## src/rtl/rle_pkg.sv

```systemverilog
// Shared definitions for the run-length encoder: token layout, FSM states.
// Latency: n/a (types and constants only).
// Backpressure: n/a.
// Token layout, MSB first: {last_of_frame, colour, run_len[LEN_W-1:0]}.
package rle_pkg;

  localparam int LEN_W       = 10;
  localparam int TOK_W       = LEN_W + 2;
  localparam int TOK_LAST    = TOK_W - 1;
  localparam int TOK_COL     = TOK_W - 2;
  localparam int TOK_LEN_MSB = LEN_W - 1;

  typedef logic [TOK_W-1:0] tok_t;

  typedef enum logic [1:0] {
    IDLE = 2'd0,
    RUN  = 2'd1,
    PEND = 2'd2
  } state_e;

  function automatic tok_t mk_tok(input logic last, input logic col,
                                  input logic [LEN_W-1:0] len);
    tok_t t;
    t                   = '0;
    t[TOK_LAST]         = last;
    t[TOK_COL]          = col;
    t[TOK_LEN_MSB:0]    = len;
    return t;
  endfunction

endpackage

```

## src/rtl/rle_token_fifo.sv

```systemverilog
// Synchronous first-word-fall-through token FIFO.
// Latency: a pushed word is visible on rd_dat_o/ne empty the cycle after the push.
// Backpressure: push ignored when full unless a pop happens in the same cycle.
// Ports: clk/rst (sync, active-high), push_i/wr_dat_i, pop_i, rd_dat_o,
//        full_o, empty_o, free_cnt_o (free slots).
module rle_token_fifo #(
  parameter int DEPTH = 16,
  parameter int W     = 12
) (
  input  logic                       clk,
  input  logic                       rst,
  input  logic                       push_i,
  input  logic [W-1:0]               wr_dat_i,
  input  logic                       pop_i,
  output logic [W-1:0]               rd_dat_o,
  output logic                       full_o,
  output logic                       empty_o,
  output logic [$clog2(DEPTH):0]     free_cnt_o
);

  localparam int AW = $clog2(DEPTH);

  logic [W-1:0] mem_q [DEPTH];
  // Pointers carry one extra wrap bit so full and empty are distinguishable.
  logic [AW:0]  wr_ptr_q, rd_ptr_q;
  logic [AW:0]  count;
  logic         do_pop, do_push;

  assign count      = wr_ptr_q - rd_ptr_q;
  assign full_o     = (count == (AW+1)'(DEPTH));
  assign empty_o    = (count == '0);
  assign free_cnt_o = (AW+1)'(DEPTH) - count;
  assign do_pop     = pop_i & ~empty_o;
  // A pop in the same cycle frees the slot, so push-while-full is legal then.
  assign do_push    = push_i & (~full_o | do_pop);
  assign rd_dat_o   = mem_q[rd_ptr_q[AW-1:0]];

  always_ff @(posedge clk) begin
    if (rst) begin
      wr_ptr_q <= '0;
      rd_ptr_q <= '0;
    end else begin
      if (do_push) wr_ptr_q <= wr_ptr_q + (AW+1)'(1);
      if (do_pop)  rd_ptr_q <= rd_ptr_q + (AW+1)'(1);
    end
  end

  always_ff @(posedge clk) begin
    if (do_push) mem_q[wr_ptr_q[AW-1:0]] <= wr_dat_i;
  end

endmodule

```

## src/rtl/rle_run_encoder.sv

```systemverilog
// Binary mask stream to per-row run-length tokens {last, colour, length}.
// Latency: token written on the edge accepting its closing pixel; tok_valid one cycle later.
// Backpressure: pix_ready drops when the token FIFO is full and for one pending-push cycle.
// Ports: CLK, RST (sync, active-high); pixel in: pix_valid/pix_bit/pix_sof/pix_ready;
//        token out: tok_valid/tok_ready/tok_data; pulses: frame_done, resync_err.
module rle_run_encoder
  import rle_pkg::*;
#(
  parameter int IMG_WIDTH  = 640,
  parameter int IMG_HEIGHT = 480,
  parameter int FIFO_DEPTH = 16
) (
  input  logic             CLK,
  input  logic             RST,
  input  logic             pix_valid,
  input  logic             pix_bit,
  input  logic             pix_sof,
  output logic             pix_ready,
  output logic             tok_valid,
  input  logic             tok_ready,
  output logic [TOK_W-1:0] tok_data,
  output logic             frame_done,
  output logic             resync_err
);

  localparam int XW = (IMG_WIDTH  > 1) ? $clog2(IMG_WIDTH)  : 1;
  localparam int YW = (IMG_HEIGHT > 1) ? $clog2(IMG_HEIGHT) : 1;
  localparam int FW = $clog2(FIFO_DEPTH) + 1;

  state_e           state_q, state_d;
  // x_q is the column of the next pixel to be accepted.
  logic [XW-1:0]    x_q, x_d;
  logic [YW-1:0]    y_q, y_d;
  logic [LEN_W-1:0] run_q, run_d;
  logic             col_q, col_d;
  tok_t             pend_q, pend_d;

  logic             accept, line_end, last_row, same_col;
  logic             push, fifo_full, fifo_empty, pop;
  tok_t             push_tok;
  logic [FW-1:0]    fifo_free;

  assign pix_ready = ~RST & ((state_q == IDLE) | ((state_q == RUN) & (fifo_free != '0)));
  assign accept    = pix_valid & pix_ready;
  assign line_end  = (x_q == XW'(IMG_WIDTH - 1));
  assign last_row  = (y_q == YW'(IMG_HEIGHT - 1));
  // An empty run (start of row) adopts whatever colour arrives.
  assign same_col  = (run_q == '0) | (pix_bit == col_q);

  always_ff @(posedge CLK) begin
    if (RST) begin
      state_q <= IDLE;
      x_q     <= '0;
      y_q     <= '0;
      run_q   <= '0;
      col_q   <= 1'b0;
      pend_q  <= '0;
    end else begin
      state_q <= state_d;
      x_q     <= x_d;
      y_q     <= y_d;
      run_q   <= run_d;
      col_q   <= col_d;
      pend_q  <= pend_d;
    end
  end

  always_comb begin : next_state
    state_d = state_q;
    x_d     = x_q;
    y_d     = y_q;
    run_d   = run_q;
    col_d   = col_q;
    pend_d  = pend_q;
    if (accept && pix_sof) begin
      // Start of frame, whether expected or a resync: partial work is dropped.
      state_d = RUN;
      col_d   = pix_bit;
      run_d   = LEN_W'(1);
      x_d     = XW'(1);
      y_d     = '0;
    end else begin
      case (state_q)
        RUN: begin
          if (accept) begin
            if (line_end) begin
              x_d   = '0;
              run_d = '0;
              if (!last_row) y_d = y_q + YW'(1);
              if (!same_col) begin
                // Two tokens close on this pixel; the 1-long run waits a cycle.
                pend_d  = mk_tok(last_row, pix_bit, LEN_W'(1));
                state_d = PEND;
              end else if (last_row) begin
                state_d = IDLE;
              end
            end else begin
              x_d   = x_q + XW'(1);
              col_d = pix_bit;
              run_d = same_col ? run_q + LEN_W'(1) : LEN_W'(1);
            end
          end
        end
        PEND: begin
          if (!fifo_full) begin
            state_d = pend_q[TOK_LAST] ? IDLE : RUN;
            run_d   = '0;
          end
        end
        default: ;
      endcase
    end
  end

  always_comb begin : outputs
    push     = 1'b0;
    push_tok = '0;
    if (!RST) begin
      case (state_q)
        RUN: begin
          if (accept && !pix_sof) begin
            if (line_end) begin
              push     = 1'b1;
              push_tok = same_col ? mk_tok(last_row, pix_bit, run_q + LEN_W'(1))
                                  : mk_tok(1'b0, col_q, run_q);
            end else if (!same_col) begin
              push     = 1'b1;
              push_tok = mk_tok(1'b0, col_q, run_q);
            end
          end
        end
        PEND: begin
          if (!fifo_full) begin
            push     = 1'b1;
            push_tok = pend_q;
          end
        end
        default: ;
      endcase
    end
    frame_done = push & push_tok[TOK_LAST];
    resync_err = accept & pix_sof & (state_q != IDLE);
  end

  assign tok_valid = ~fifo_empty & ~RST;
  assign pop       = tok_valid & tok_ready;

  rle_token_fifo #(
    .DEPTH (FIFO_DEPTH),
    .W     (TOK_W)
  ) u_fifo (
    .clk        (CLK),
    .rst        (RST),
    .push_i     (push),
    .wr_dat_i   (push_tok),
    .pop_i      (pop),
    .rd_dat_o   (tok_data),
    .full_o     (fifo_full),
    .empty_o    (fifo_empty),
    .free_cnt_o (fifo_free)
  );

endmodule

```

## config.mk

```make
export PLATFORM = sky130hd
export DESIGN_NAME = rle_run_encoder
export DESIGN_NICKNAME = d
export VERILOG_FILES = /design/src/rtl/rle_pkg.sv /design/src/rtl/rle_token_fifo.sv /design/src/rtl/rle_run_encoder.sv
export SDC_FILE = /design/constraint.sdc
export NUM_CORES = 1
export LEC_CHECK = 0
export BUFFER_PORTS_ARGS = -buffer_cell sky130_fd_sc_hd__buf_4
export CORE_ASPECT_RATIO = 2
export CORE_UTILIZATION = 55
export DETAILED_ROUTE_END_ITERATION = 16
export GPL_TIMING_DRIVEN = 0
export HOLD_SLACK_MARGIN = 0.03
export PLACE_DENSITY_LB_ADDON = 0.2
export SYNTH_ARGS = -nofsm -noshare
export SYNTH_HDL_FRONTEND = slang
export SYNTH_SLANG_ARGS = --single-unit
```

## constraint.sdc

```tcl
create_clock -name CLK -period 4.2 [get_ports CLK]
set_input_delay 0.21 -clock CLK [delete_from_list [all_inputs] [get_ports CLK]]
set_output_delay 0.21 -clock CLK [all_outputs]
set_load 0.03 [all_outputs]
```

# Word-level counts from Yosys, hierarchy flattened
# Memory sizes are Yosys's and may differ from the RTL's. A register that Yosys moved wholly into a read port is not among the register bits.
# Cells that the tools add are included.
[classes]
n_addsub = 7
multipliers = 0
n_div = 0
magnitude_cmp = 0
n_eq_ne = 15
n_shift = 0
n_mux = 39
n_bitwise = 19
n_reduce_logical = 22
[op_table]
columns = ["operator", "count"]
rows = [
  ["2-to-1 mux 12 bit", 5],
  ["2-to-1 mux 10 bit", 5],
  ["case mux 12 bit (2 select lines)", 1],
  ["adder 10 x 1 -> 10 bit, second input constant", 2],
  ["case mux 10 bit (2 select lines)", 1],
  ["2-to-1 mux 1 bit", 17],
  ["AND reduction 5 bit", 3],
  ["2-to-1 mux 11 bit", 1],
  ["adder 5 x 1 -> 5 bit, second input constant", 2],
  ["bitwise AND 1 bit", 10],
  ["equality test 10 bit, second input constant", 1],
  ["logical NOT 10 bit", 1],
  ["2-to-1 mux 2 bit", 5],
  ["adder 9 x 1 -> 9 bit, second input constant", 1],
  ["equality test 9 bit, second input constant", 1],
  ["AND reduction 3 bit", 3],
  ["2-to-1 mux 4 bit", 2],
  ["nonzero test 2 bit", 4],
  ["!= test 2 bit, second input constant", 3],
  ["!= test 3 x 2 -> 1 bit, second input constant", 2],
  ["!= test 3 bit, second input constant", 2],
  ["NOT 1 bit", 6],
  ["equality test 5 bit, second input constant", 1],
  ["logical NOT 5 bit", 1],
  ["other kinds (18)", 22],
]
[totals]
regBits = 45
latchBits = 0
ramBits = 192
romBits = 0
inputBits = 6
out_inout_bits = 16
elab_cells = 114
n_memories = 1
[mem_list]
columns = ["memory", "words", "width", "rd", "rd_clocked_by_memory_dff", "write_ports", "line", "rtl"]
rows = [
  ["u_fifo.mem_q", 16, 12, 1, 1, 1, "rle_token_fifo.sv:23", "logic [W-1:0] mem_q [DEPTH];"],
]

# Depth between registers and ports, before layout
# Gate-level depths: netlist (run 1).
[depth]
word_depth = 14
mapped_depth = 15
mapped_depth_nobuf = 14

# By module
# Synthesis (run 1) repeated with hierarchy kept, for this count alone.
[hier_totals]
hier_cells = 702
area_unflattened_um2 = 10490.1
[modules_own_cells]
columns = ["module", "instances", "cells_per_inst", "area_per_inst_um2", "seq_area_each_um2"]
rows = [
  ["rle_token_fifo", 1, 402, 8151.6, 6045.8],
  ["rle_run_encoder", 1, 300, 2338.5, 700.7],
]

# Worst setup path after synthesis (run 1)
# No wires, ideal clock.
[synth_path]
path_type = "register to register"
from = "register u_fifo.wr_ptr_q[0]"
to = "memory u_fifo.mem_q[3][0], enable pin"
setup_time_ns = 0.396
arrival_time_ns = 3.292
required_time_ns = 3.804
path_slack_ns = 0.512
path_stages_with_launch = 13
n_path_buf = 0
synth_period_minus_slack_ns = 3.688
path_cell_list = "dfxtp_1 inv_1 ha_1 fa_1 and3_1 o211ai_1 nand2_1 ha_1 o21ai_0 o211a_1 and3_1 o21ai_2 nor3_1"
[synth_between]
elab_chain_len = 14
elab_cells_between_ends = 23
cone_classes = "2 x add/sub; 1 x eq/ne; 6 x mux; 11 x bitwise; 3 x reduce/logical"
[synth_rtl]
columns = ["item", "line", "rtl"]
rows = [
  ["from (decl)", "rle_token_fifo.sv:25", "logic [AW:0] wr_ptr_q, rd_ptr_q;"],
  ["from (signal assigned)", "rle_token_fifo.sv:43", "if (do_push) wr_ptr_q <= wr_ptr_q + (AW+1)'(1);"],
  ["subtractor 5 bit", "rle_token_fifo.sv:29", "assign count = wr_ptr_q - rd_ptr_q;"],
  ["subtractor 5 bit", "rle_token_fifo.sv:32", "assign free_cnt_o = (AW+1)'(DEPTH) - count;"],
  ["nonzero test 5 bit", "rle_run_encoder.sv:43", "assign pix_ready = ~RST & ((state_q == IDLE) | ((state_q == RUN) & (fifo_free != '0)));"],
  ["bitwise AND 1 bit", "rle_run_encoder.sv:43", ""],
  ["bitwise OR 1 bit", "rle_run_encoder.sv:43", ""],
  ["bitwise AND 1 bit", "rle_run_encoder.sv:43", ""],
  ["bitwise AND 1 bit", "rle_run_encoder.sv:44", "assign accept = pix_valid & pix_ready;"],
  ["logical AND 1 bit", "rle_run_encoder.sv:121", "if (accept && !pix_sof) begin"],
  ["2-to-1 mux 1 bit", "rle_run_encoder.sv:121", ""],
  ["case mux 1 bit (2 select lines)", "rle_run_encoder.sv:119", "case (state_q)"],
  ["2-to-1 mux 1 bit", "rle_run_encoder.sv:118", "if (!RST) begin"],
  ["bitwise AND 1 bit", "rle_token_fifo.sv:35", "assign do_push = push_i & (~full_o | do_pop);"],
  ["2-to-1 mux 1 bit", "rle_token_fifo.sv:49", "if (do_push) mem_q[wr_ptr_q[AW-1:0]] <= wr_dat_i;"],
  ["2-to-1 mux 1 bit (implied by the code)", "rle_token_fifo.sv:49", ""],
  ["to (decl)", "rle_token_fifo.sv:23", ""],
]
# Several ways; a longest one is shown, not always the timed one.

# Worst setup path after layout (run 1)
[layout_path]
from = "register u_fifo.wr_ptr_q[0]"
to = "memory u_fifo.mem_q[13][8], enable pin"
# Same word-level chain as after synthesis.

==> results.md, run 1 <==
- Status: finished clean
- Int Pwr: 4.03 mW
- Total track usage: 24.9%
- Starting density of the core: a little under three fifths
- Hold Path Class: in -> reg
- P_sw: 1.33 mW
- Share of power burned in registers: 48.0%
- Library cells used by synthesis: 56
- Mean post-synth cell area: around 16 µm²
- RePlAce Congestion: between 0.9 and 1
- Vias in the first global route: 6371
- Gate power share: 14.2%
- Final period util: a little over nine tenths
- Syn nets: between 600 and 700
- Sink Count: 241
- Data required, critical path: 4.34 ns
- DRC errors left: 0
- Nets@finish: 726
- Pin count of the biggest net entering global routing: 18
- Worst VDD drop: ~0.00055 V
- Sw frac: 24.8%
- Final Skew: 0.0224 ns
- Core Footprint: 18300 µm²
- Via count: 5917
- Area grow syn2layout: 12.9%
- Cell leakage power: about 3.5 nW
- Top-Level Pins: 22
- Drt wl/cell: 24.8 µm
- ANT nets after route: 0
- Die Area: 19300 µm²
- Post-synth EDFFs: about 190
- Post-Synthesis Cells: 651
- Worst path arrival time: 4.15 ns
- Number of vias per cell: 6.36
- Detailed Route Iter0 Violations: 325
- Chip Width: 98.7 µm
- Crit Path Class: reg -> reg
- Row cnt: 70
- Clk network pwr share: between 30% and 40%
- Hold slack: 0.0934 ns
- Tmin final: 4.01 ns
- Port Buffer Count: 21
- Routed wire length: between 20 and 25 mm
- Ant diodes: 0
- Clock slew at reported path FFs: 0.07 ns
- Clk buf depth: 3
- Mapped Area: 10300 µm²
- Crit path capture type: flip-flop
- CTS tree: yes
- Max cap viols: 0
- Final Max Slew Viols: 0
- Final Core Density: 63.5%
- Prevailing post-synth register cell: edfxtp_1
- Worst-Margin Slew: between 1 and 1.5 ns
- Crit path max fanout: 12
- Final Hold Vio Count: 0
- Setup violators final: 0
- Nature of the critical path startpoint: flip-flop
- CTS buffer count: 21
- #FFs+latches synth: 241
- Worst skew pair latency: about 0.5 ns
- Root buffer cell: clkbuf_16
- Layout cells sized above 1: 22.8%
- Die boundary height: roughly 200 µm
- CTS H-tree depth: 1
- YS warnings: 0
- Post-synth ARST share: 0%
- Initial antenna violation count: 0
- Max Fclk: 249 MHz
- Grt ovf: 0
- Max_slew headroom: 30.4%
- Drt first pass iters: 5
- Sequential area share after synthesis: 65.6%
- Power per cell area: around 460 nW/µm²
- Global-route wire length before repair: between 30 and 40 mm
- Dpl hpwl: 15.9 mm
- Unrepaired setup endpoints after global routing: true
placed cells by master (no fill, tap or decap), drive strengths merged, types with 20 or more instances in the layout:
cell and count:
ha 20, edfxtp 192, mux4 60, dfxtp 49
nor2 49, nand2 34, o21ai 23, buf 37
clkbuf 32
cells in the mapped netlist (4+ instances only):
| cell type | count | area [µm²] |
|---|---|---|
| edfxtp_1 | 192 | 5770 |
| a22oi_1 | 9 | 67.6 |
| xnor2_1 | 14 | 123 |
| buf_2 | 7 | 35.0 |
| mux2i_1 | 10 | 100 |
| clkbuf_1 | 11 | 41.3 |
| and3_1 | 19 | 119 |
| nor2_1 | 49 | 184 |
| a32o_1 | 7 | 70.1 |
| xor2_1 | 8 | 70.1 |
| nand2b_1 | 4 | 25.0 |
| nand4_1 | 13 | 81.3 |
| or3_1 | 4 | 25.0 |
| nand2_1 | 34 | 128 |
| nor3_1 | 14 | 70.1 |
| o31ai_1 | 4 | 30.0 |
| nand3_1 | 14 | 70.1 |
| dfxtp_1 | 49 | 981 |
| buf_1 | 4 | 15.0 |
| o21ai_0 | 21 | 105 |
| ha_1 | 20 | 250 |
| nor2b_1 | 11 | 68.8 |
| a21oi_1 | 19 | 95.1 |
| inv_1 | 16 | 60.1 |
| mux4_2 | 60 | 1350 |
path summary, 6_finish.rpt:
check                                                startpoint                       endpoint  slack, ns  depth (start not counted)
worst min-delay path                                    pix_sof            x_q[0]$_SDFFE_PP0P_       0.09                          4
worst min register to register           pend_q[0]$_SDFFE_PP0P_         pend_q[0]$_SDFFE_PP0P_       0.45                          2
worst max-delay path            u_fifo.wr_ptr_q[0]$_SDFFE_PP0P_  u_fifo.mem_q[13][8]$_DFFE_PP_       0.19                         12
worst max register to register  u_fifo.wr_ptr_q[0]$_SDFFE_PP0P_  u_fifo.mem_q[13][8]$_DFFE_PP_       0.19                         12
area by class of cell:
class / instances / area (µm²)
Sequential cell: 241 / 6750
Fill cell: 1338 / 6690
Multi-Input combinational cell: 370 / 3500
Clock buffer: 22 / 529
Tap cell: 216 / 270
Timing Repair Buffer: 25 / 218
Clock inverter: 16 / 188
Buffer: 23 / 100
Inverter: 17 / 63.8
critical path, cell delays in order (launching register included):
cell	delay, ns
dfxtp_1	0.43
inv_1	0.12
ha_1	0.22
fa_1	0.47
and3_1	0.17
o211ai_1	0.19
nand2_1	0.22
ha_1	0.27
nor2b_1	0.36
nand2_1	0.20
nand2_1	0.16
clkbuf_1	0.29
and3_2	0.55
routing by layer:
layer / track usage [%] / vias to the layer above / share of wire, %
li1: - / 2665 / -
met1: 26.6 / 2993 / 35
met2: 48.9 / 194 / 57
met3: 1.83 / 65 / 3.5
met4: 11.3 / 0 / 4.3
met5: 0 / - / 0
cells by family (layout without fill, tap and decap cells):
logic type	count (synthesis)	count (layout)	share of synthesized area, %
and+or+nand+nor	182	182	9.50
buffers and inverters	40	103	1.58
DFF	241	241	65.6
AOI/OAI and AO/OA	75	75	4.77
xor gates and xnor gates	22	22	1.87
adders and majority gates	21	21	2.63
muxes	70	70	14.1
power by group through the flow:
| stage | clock, mW | sequential [mW] | combinational [mW] |
|---|---|---|---|
| 2_1_floorplan | 0 | 2.62 | 0.548 |
| 3_3_place_gp | 0 | 2.62 | 0.751 |
| 3_5_place_dp | 0 | 2.62 | 0.765 |
| 4_1_cts | 2.05 | 2.57 | 0.769 |
| 5_1_grt | 2.13 | 2.57 | 0.810 |
| 6_report | 2.02 | 2.57 | 0.759 |
through the flow:
stage	cells	setup WS (ns)	setup TNS, ns	power [mW]	area, µm²
final	930	0.189	0	5.35	11600
after global placement	888	-1.05	-51.35	3.37	10700
after CTS	929	0.0192	0	5.39	11600
after detailed placement	890	-0.478	-67.34	3.39	10800
after global routing	930	-0.0281	-0.684	5.51	11600
after floorplan	651	0.512	0	3.16	10300
registers in the layout, summed over array words and instances (netlist names), named ones only:
| signal | count |
|---|---|
| u_fifo.mem_q | 192 |
| run_q | 10 |
| x_q | 10 |
| y_q | 9 |
| u_fifo.rd_ptr_q | 5 |
| u_fifo.wr_ptr_q | 5 |
| pend_q | 3 |
| state_q | 2 |
| col_q | 1 |
what timing repair did:
| action | in CTS | in global routing |
|---|---|---|
| buffers inserted | 0 | 1 |
| hold buffers | 1 | 0 |
| gates resized for setup | 29 | 8 |
| endpoints found under the hold margin | 2 | 0 |
| setup endpoints to repair | 261 | 263 |
| pin swaps | 0 | 0 |
(Power assumes the default switching activity.)
==> inputs of run 2 (changes only) <==
- SYNTH_HIERARCHICAL: not set -> 1
==> run 2 against run 1 <==
Synthesized area grew 1.9%. Wire length rose by 3.4%. Die area is 1.9% higher. Critical path type is now reg -> out. Largest power group unchanged.
==> results.md, run 2 <==
- DP Area: 11000 µm² (+2.2%)
- Chip Width: 99.7 µm (+0.94%)
- CTS buffer count: 20 (-4.8%)
- Status: finished clean
- Nature of the critical path startpoint: flip-flop
- Worst-Margin Slew: 1.22 ns (+0.180 ns)
- Final Skew: 0.0140 ns (-0.00837 ns)
- Sink Count: 241 (unchanged)
- Final Hold Vio Count: 0 (unchanged)
- Setup WS post-layout: 0.211 ns (+0.0221 ns)
- Non-Filler Instances: 1040 (+12%)
- ANT nets after route: 0 (unchanged)
- Total track usage: 25.3% (+0.39 points)
- Drt first pass iters: 4 (-1)
- Share of power burned in registers: 53.4% (+5.4 points)
- Worst skew pair latency: 0.50 ns (about the same)
- Cell leakage power: 3.80 nW (+9.8%)
- #FFs+latches synth: 241 (unchanged)
- Final Max Slew Viols: 0 (unchanged)
- Multi-input gate area: 3710 µm² (+5.9%)
- Dpl hpwl: 16.2 mm (+1.8%)
- Worst r2r src: u_fifo/wr_ptr_q[0]$_SDFFE_PP0P_
- YS warnings: 6 (+6)
- Tmin final: 3.99 ns (-0.0221 ns)
- Via count: 6324 (+6.9%)
- Final Power: 4.77 mW (-11%)
- Port Buffer Count: 21 (unchanged)
- Ant diodes: 0 (unchanged)
- Global-route wire length before repair: 36.9 mm (+4.0%)
- Commonest non-fill, non-tap cells in the layout: edfxtp_1, nor2_1, dfxtp_1
- Placed insts: 978 (+9.9%)
- Prevailing post-synth register cell: edfxtp_1
- DRC errors left: 0 (unchanged)
- Post-Synthesis Cells: 702 (+7.8%)
- Final period util: 95.0% (-0.53 points)
- Commonest non-fill, non-tap cell in the layout: edfxtp_1
- Post-synth ARST share: 0% (unchanged)
- Worst VDD drop: 0.000356 V (-36%)
- CTS tree: yes
- Top-Level Pins: 22 (unchanged)
- Vias in the first global route: 6685 (+4.9%)
- CTS H-tree depth: 1 (unchanged)
- Sw frac: 19.0% (-5.8 points)
- Most frequent cell after synthesis: edfxtp_1
- Area grow syn2layout: 17.8%
- Post-synth EDFFs: 192 (unchanged)
- Max Fclk: 251 MHz (+0.55%)
- Number of vias per cell: 6.08 (-4.4%)
- Max FFs per register: 192 (unchanged)
- Syn nets: 730 (+7.7%)
- Grt ovf: 0 (unchanged)
- Drt wl/cell: 23.0 µm (-7.5%)
- Max_slew headroom: 18.4% (-12 points)
- Clock slew at reported path FFs: 0.07 ns (about the same)
- Hold Path Class: in -> reg
- RePlAce Congestion: 0.864 (-6.8%)
- P_sw: 0.906 mW (-32%)
- Power per cell area: 386 nW/µm² (-16%)
- Hold slack: 0.309 ns (+0.215 ns)
- Row cnt: 71 (+1.4%)
- Layout cells sized above 1: 22.0% (-0.79 points)
- Gate power share: 2.1% (-12 points)
- Routed wire length: 23.9 mm (+3.4%)
- Area share of the largest cell type after synthesis: 55.0% (-1.1 points)
- Commonest cells in the synthesized netlist: edfxtp_1, nor2_1, dfxtp_1, nand2_1, mux4_2
- Die boundary height: 197 µm (+0.95%)
- Crit path capture type: primary output
- Worst Setup SP: u_fifo/wr_ptr_q[0]$_SDFFE_PP0P_
- Sequential area share after synthesis: 64.3% (-1.2 points)
- Clk buf depth: 3 (unchanged)
- Library cells used by synthesis: 69 (+23%)
- Setup violators final: 0 (unchanged)
- Max cap viols: 0 (unchanged)
- Crit path max fanout: 6 (-6)
- Clk network pwr share: 44.5% (+6.7 points)
- Nets@finish: 799 (+10%)
- Hold Startpoint: pix_valid
- Number of fill cells: 1273 (-4.9%)
- Mean post-synth cell area: 14.9 µm² (-5.5%)
- Initial antenna violation count: 0 (unchanged)
- Detailed Route Iter0 Violations: 336 (+3.4%)
- Mapped Area: 10500 µm² (+1.9%)
- Final Core Density: 65.9% (+2.4 points)
- Root buffer cell: clkbuf_16
- Starting density of the core: 56.0% (-0.26 points)
- Int Pwr: 3.86 mW (-4.1%)
- Largest area contributor in the synthesized netlist: edfxtp_1
- Worst path arrival time: 3.78 ns (-0.37 ns)
- Final setup TNS: 0 ns (unchanged)
- Crit Path Class: reg -> out
- Die Area: 19700 µm² (+1.9%)
- Worst slack, placed: -1.17 ns (-0.687 ns)
- Pin count of the biggest net entering global routing: 19 (+1)
- Data required, critical path: 3.99 ns (-0.35 ns)
- Seq. cell area: 6750 µm² (about the same)
- Post-route cell area: 12400 µm² (+6.3%)
- Ranking of synthesized cells by area: edfxtp_1, dfxtp_1, mux4_2
- Core Footprint: 18700 µm² (+2.4%)
==> run 2: cell count changes after synthesis, moves of 7 or more <==
cell,before,now
mux4_2,60,33
a22oi_1,9,29
and3_1,19,4
mux4_1,0,15
nor2_1,49,64
nor3_1,14,23
a32o_1,7,0
nand3_1,14,21
==> run 2: worst paths after layout <==
check	cells after the start	end	slack, ns
max reg2reg	16	u_fifo/mem_q[3][5]$_DFFE_PP_	0.22
max	12	resync_err	0.21
min reg2reg	2	pend_q[0]$_SDFFE_PP0P_	0.49
min	4	x_q[0]$_SDFFE_PP0P_	0.31
==> run 2: timing repair <==
item,CTS,global route
hold buffers,3,0
endpoints found under the setup margin,274,278
pin swaps,16,2
setup buffers,24,0
gates resized for setup,40,6
endpoints found under the hold margin,4,0
==> run 2: layer usage <==
layer	vias up	global-route usage (%)	wire, µm	part of all wire [%]
met1	3215	25.8	8130	34
met3	44	2.48	743	3.1
li1	2882	-	-	-
met5	-	0	0	0
met2	183	51.5	14300	60
met4	0	9.15	718	3.0
==> run 2: logic make-up after synthesis <==
group	share of synthesized area, %
XOR/XNOR	2.47
flip-flops	64.3
buffers and inverters	2.34
adder cells (fa/ha/maj)	2.70
AO/OA/AOI/OAI	6.75
AND/OR/NAND/NOR	9.91
multiplexers	11.5
==> run 2: critical path, stage by stage, from the launching register on <==
cell	delay [ns]
dfxtp_2	0.38
inv_1	0.10
ha_1	0.25
fa_1	0.59
ha_1	0.20
nand2_1	0.08
a21oi_2	0.15
ha_1	0.24
or2_2	0.36
or2_2	0.33
o2111ai_1	0.34
nor2_1	0.08
buf_4	0.18
==> run 2: power by group through the flow <==
stage / Clock, mW / Combinational, mW / Sequential (mW)
after detailed placement: 0 / 0.0936 / 2.60
after global placement: 0 / 0.0917 / 2.60
after floorplan: 0 / 0.0625 / 2.60
after CTS: 2.16 / 0.0974 / 2.55
final: 2.12 / 0.0985 / 2.55
after global routing: 2.25 / 0.106 / 2.54
==> run 2: layout make-up <==
cell class              count  share of cell area [%]
plain buffers              31                    1.45
clock buffers              24                    4.34
clock inverters            12                    1.74
inverters                  18                   0.547
multi-input cells         411                    30.0
flip-flops and latches    241                    54.6
well taps                 255                    2.58
repair buffers             48                    4.70
